<file path="config.mk">
export PLATFORM = sky130hd
export DESIGN_NAME = up_prog_tx
export DESIGN_NICKNAME = d
export VERILOG_FILES = /design/src/rtl/up_prog_tx.sv
export SDC_FILE = /design/constraint.sdc
export NUM_CORES = 1
export LEC_CHECK = 0
export ABC_CLOCK_PERIOD_IN_PS = 6060
export CAP_MARGIN = 30
export CORE_ASPECT_RATIO = 0.5
export CORE_UTILIZATION = 45
export CTS_CLUSTER_SIZE = 10
export DETAILED_ROUTE_END_ITERATION = 6
export PLACE_DENSITY = 0.66
export SLEW_MARGIN = 20
export SYNTH_ARGS = -nofsm -noshare
export SYNTH_HDL_FRONTEND = slang
export SYNTH_SLANG_ARGS = --single-unit
</file>
<file path="constraint.sdc">
create_clock -name clk -period 6.06 [get_ports clk]
set_clock_uncertainty 0.05 [all_clocks]
set_input_delay 0.909 -clock clk [delete_from_list [all_inputs] [get_ports clk]]
set_output_delay 0.909 -clock clk [all_outputs]
set_load 0.02 [all_outputs]
</file>
<file path="src/rtl/up_prog_tx.sv">
// Host-side loader for the up serial programming port: raises prog, sends the
// 0x55/0xAA autobaud pair, then streams a 256-byte image from address 255 down to 0.
module up_prog_tx #(
    parameter int CLK_DIV  = 5,
    parameter int GAP_CYC  = 25,
    parameter int LEAD_CYC = 50,
    parameter int TAIL_CYC = 5
) (
    input  logic       clk,
    input  logic       nRst,
    input  logic       start,
    input  logic       abort,
    output logic [7:0] rd_addr,
    input  logic [7:0] rd_data,
    output logic       prog,
    output logic       tx,
    output logic       busy,
    output logic       done,
    output logic [8:0] byte_cnt
);

    localparam int M1   = (CLK_DIV > GAP_CYC) ? CLK_DIV : GAP_CYC;
    localparam int M2   = (LEAD_CYC > TAIL_CYC) ? LEAD_CYC : TAIL_CYC;
    localparam int MAXC = (M1 > M2) ? M1 : M2;
    localparam int CW   = $clog2(MAXC);

    localparam logic [CW-1:0] DIV_LAST  = CW'(CLK_DIV - 1);
    localparam logic [CW-1:0] GAP_LAST  = CW'(GAP_CYC - 1);
    localparam logic [CW-1:0] LEAD_LAST = CW'(LEAD_CYC - 1);
    localparam logic [CW-1:0] TAIL_LAST = CW'(TAIL_CYC - 1);

    typedef enum logic [2:0] {
        IDLE, LEAD, GAP, START, DATA, STOP, TAIL
    } state_t;

    state_t         state;
    logic [CW-1:0]  cnt;
    logic [2:0]     bidx;
    logic [8:0]     k;
    logic [7:0]     sh;

    always_ff @(posedge clk) begin
        if (!nRst) begin
            state    <= IDLE;
            cnt      <= '0;
            bidx     <= '0;
            k        <= '0;
            sh       <= '0;
            rd_addr  <= 8'hFF;
            prog     <= 1'b0;
            tx       <= 1'b1;
            busy     <= 1'b0;
            done     <= 1'b0;
            byte_cnt <= '0;
        end else begin
            done <= 1'b0;
            if (state != IDLE && abort) begin
                // byte_cnt is deliberately left alone so the host can see how far it got
                state   <= IDLE;
                cnt     <= '0;
                bidx    <= '0;
                k       <= '0;
                rd_addr <= 8'hFF;
                prog    <= 1'b0;
                tx      <= 1'b1;
                busy    <= 1'b0;
            end else begin
                case (state)
                    IDLE: begin
                        tx   <= 1'b1;
                        prog <= 1'b0;
                        if (start && !abort) begin
                            state    <= LEAD;
                            prog     <= 1'b1;
                            busy     <= 1'b1;
                            byte_cnt <= '0;
                            cnt      <= '0;
                            k        <= '0;
                        end
                    end
                    LEAD: begin
                        if (cnt == LEAD_LAST) begin
                            cnt     <= '0;
                            state   <= GAP;
                            rd_addr <= 8'd1 - k[7:0];
                        end else begin
                            cnt <= cnt + 1'b1;
                        end
                    end
                    GAP: begin
                        tx <= 1'b1;
                        if (cnt == GAP_LAST) begin
                            // rd_addr has been stable since GAP entry, so rd_data is valid here
                            cnt   <= '0;
                            sh    <= (k == 9'd0) ? 8'h55 : (k == 9'd1) ? 8'hAA : rd_data;
                            tx    <= 1'b0;
                            state <= START;
                        end else begin
                            cnt <= cnt + 1'b1;
                        end
                    end
                    START: begin
                        if (cnt == DIV_LAST) begin
                            cnt   <= '0;
                            tx    <= sh[0];
                            sh    <= {1'b0, sh[7:1]};
                            bidx  <= '0;
                            state <= DATA;
                        end else begin
                            cnt <= cnt + 1'b1;
                        end
                    end
                    DATA: begin
                        if (cnt == DIV_LAST) begin
                            cnt <= '0;
                            if (bidx == 3'd7) begin
                                tx    <= 1'b1;
                                state <= STOP;
                            end else begin
                                tx   <= sh[0];
                                sh   <= {1'b0, sh[7:1]};
                                bidx <= bidx + 3'd1;
                            end
                        end else begin
                            cnt <= cnt + 1'b1;
                        end
                    end
                    STOP: begin
                        if (cnt == DIV_LAST) begin
                            cnt      <= '0;
                            byte_cnt <= byte_cnt + 9'd1;
                            if (k != 9'd257) begin
                                k       <= k + 9'd1;
                                rd_addr <= 8'd0 - k[7:0];
                                state   <= GAP;
                            end else begin
                                state <= TAIL;
                            end
                        end else begin
                            cnt <= cnt + 1'b1;
                        end
                    end
                    TAIL: begin
                        if (cnt == TAIL_LAST) begin
                            cnt   <= '0;
                            state <= IDLE;
                            prog  <= 1'b0;
                            busy  <= 1'b0;
                            done  <= 1'b1;
                        end else begin
                            cnt <= cnt + 1'b1;
                        end
                    end
                    default: begin
                        state <= IDLE;
                        prog  <= 1'b0;
                        busy  <= 1'b0;
                        tx    <= 1'b1;
                    end
                endcase
            end
        end
    end

endmodule

</file>
==> run summary <==
All-Layer GR Usage = 21.3%
Post-DP HPWL = 4.92 mm
Starting Density = 49.0%
Reg clk slew, reported paths = 70 ps
library cells used by synthesis = 56
CTS Hold Buffers Added = 0
final core occ = 58.5%
routed wire length = 6.51 mm
num rows = 19
H-Tree Depth = 2
Die W = 114 µm
Port Buffers = 32
Iteration-0 DRC Markers = 142
slew at the pin closest to its max-slew limit = 806 ps
layout cell share with drive strength beyond 1 = 5.38%
I/O pin count = 33
Syn Inst Count = 348
total clock sinks = 50
Layout area overhead = 19.3%
Peak VDD IR = 0.102 mV
WP data arrival = 2780 ps
DRT Pass-1 Iters = 4
Mean Syn Cell Area = 8.11 µm²
Max FO, Critical Path = 14
first-pass GRT wire length = 11.0 mm
Final Slew Violations = 0
GRT Residual Overflow = 0
static leakage = 1.21 nW
family with the most delay on the worst path = simple AND/OR/NAND/NOR gates
CP endpoint kind = flip-flop
Yosys top cell area share = 35.5%
total power = 0.000902 W
Final Hold Vio Count = 0
ANT cells = 0
post-CTS setup repair buffer count = 0
Core Area = 0.00575 mm²
HP Start = bidx[2]
worst-case clock buffer depth = 2
antenna violations before repair = 0
Cell Pwr Density = 268 mW/mm²
Mapped Nets = 372
status = completed
PostCTS Resize Cnt = 0
Post-Syn Area = 0.00282 mm²
vias per cell = 5.66
CP required = 6230 ps
Slowest-stage cell, CP = and2_0
largest net degree at the start of global routing = 23
via count = 2583
Worst R2R Start = state[2]
Startpoint Class = input pin
FMAX = 383 MHz
Total Neg Setup Slack = 0 ps
synth warn = 0
Post-synth EDFFs = 0
synth top area cells = dfxtp_1, xnor2_1, ha_1
CTS tree = done
Final Setup Violations = 0
final period utilization = 43.1%
vias in the first global route = 2293
Seq/Total Area, Yosys = 35.5%
Synth area leader = dfxtp_1
most frequent cell after synthesis = dfxtp_1
Remaining DRCs = 0
crit path cell chain = clkdlybuf4s50_1 -> o31ai_1 -> and2_0 -> nand2_1 -> a21oi_1
top post-synthesis cells by count = dfxtp_1, nor2_1, nand2_1
post-synthesis async set-or-reset flop share = 0%
Seq cells post-synth = 50
Primary FF master, synth = dfxtp_1
Max-slew headroom = 45.8%
kind of critical path = input pin to flip-flop
worst skew pair latency = 300 ps
Final Instance Area = 0.00337 mm²
Die Area = 0.00661 mm²
min-delay worst type = flip-flop to flip-flop
post-route minimum period = 2610 ps
Root Buffer = clkbuf_16
GP Congestion = 0.845
cell area after placement = 0.00317 mm²
Chip Height = 58.0 µm
total CTS buffers = 5
RSZ-0062 raised after global routing = false
max_cap viols = 0
CP bufs+invs = 1
Setup crit start = abort
DR WL/cell = 14.3 µm
Final #Nets = 395
CP peak stage delay = 710 ps
Routed Antenna Nets = 0
through the flow:
stage / hold slack [ps] / worst slack (ps) / cells
floorplan: 386 / 3930 / 348
global placement: 396 / 3270 / 448
detailed placement: 405 / 3150 / 448
CTS: 415 / 3450 / 456
global route: 443 / 3250 / 456
finish: 412 / 3450 / 456
sequential cells by signal, indices dropped and copies added, names as in the netlist:
name,cells
done,1
rd_addr,8
prog,1
cnt,6
sh,8
tx,1
state,3
k,9
busy,1
byte_cnt,9
bidx,3
worst paths after layout:
| check | slack, ps | to | cells after the start |
|---|---|---|---|
| setup / recovery | 3450 | k[2] | 5 |
| hold / removal | 410 | bidx[2] | 2 |
| setup reg to reg | 3630 | sh[7] | 5 |
| hold reg to reg | 410 | bidx[2] | 2 |
placed cells by master (no fill, tap or decap), types with 2 or more instances in the layout:
cell type and instances:
a311oi_1 3, inv_1 10, a31oi_1 6, xnor2_1 18, and2_0 3, a21boi_0 2, or2_2 2, nand3b_1 3
a31o_2 2, a21o_1 3, mux2i_1 6, nand2b_1 2, o21ai_2 2, or4_4 2, nand2_1 34, ha_1 12
nand3_1 18, o31ai_1 4, clkbuf_16 5, dfxtp_1 50, o211ai_1 10, or3_1 7, xor2_1 3, nor3b_1 2
clkdlybuf4s50_1 32, a21oi_1 28, o21ai_1 3, nor4_1 6, o21ai_0 16, nor3_1 6, nand4_1 8, bufinv_16 2
nor2_1 36, and3_1 4, and2_1 2
per-layer routing:
| layer | part of all wire, % | global-route usage (%) |
|---|---|---|
| met3 | 4.6 | 5.02 |
| met4 | 0.92 | 5.57 |
| met5 | 0 | 0 |
| met2 | 41 | 30.8 |
| met1 | 53 | 31.5 |
report_power, final:
group	switching [W]	leakage, nW	internal (W)
Combinational	0.000104	0.714	0.0000643
Clock	0.000127	0.0971	0.000248
Sequential	0.0000196	0.404	0.000339
Total	0.000250	1.21	0.000651
tightest hold or removal path: cells and delay by family (launching register included):
family | cells | cell delay [ps]
DFF | 1 | 320
and+or+nand+nor | 1 | 50
AOI/OAI and AO/OA | 1 | 50
cell type report:
class | count | area (µm²)
Clock buffer | 6 | 139
Timing Repair Buffer | 32 | 320
Fill cell | 536 | 2390
Tap cell | 84 | 105
Sequential cell | 50 | 1000
Multi-Input combinational cell | 272 | 1700
Inverter | 10 | 37.5
Clock inverter | 2 | 60.1
cells by family (layout without fill, tap and decap cells):
kind of cell,count (synthesis),after routing,synth area share [%]
and+or+nand+nor,143,143,25.9
adders and majority gates,12,12,5.32
DFF,50,50,35.5
AOI/OAI and AO/OA,90,90,20.5
buffers and inverters,26,50,4.12
muxes,6,6,2.13
xor gates and xnor gates,21,21,6.52
(Power assumes the default switching activity.)
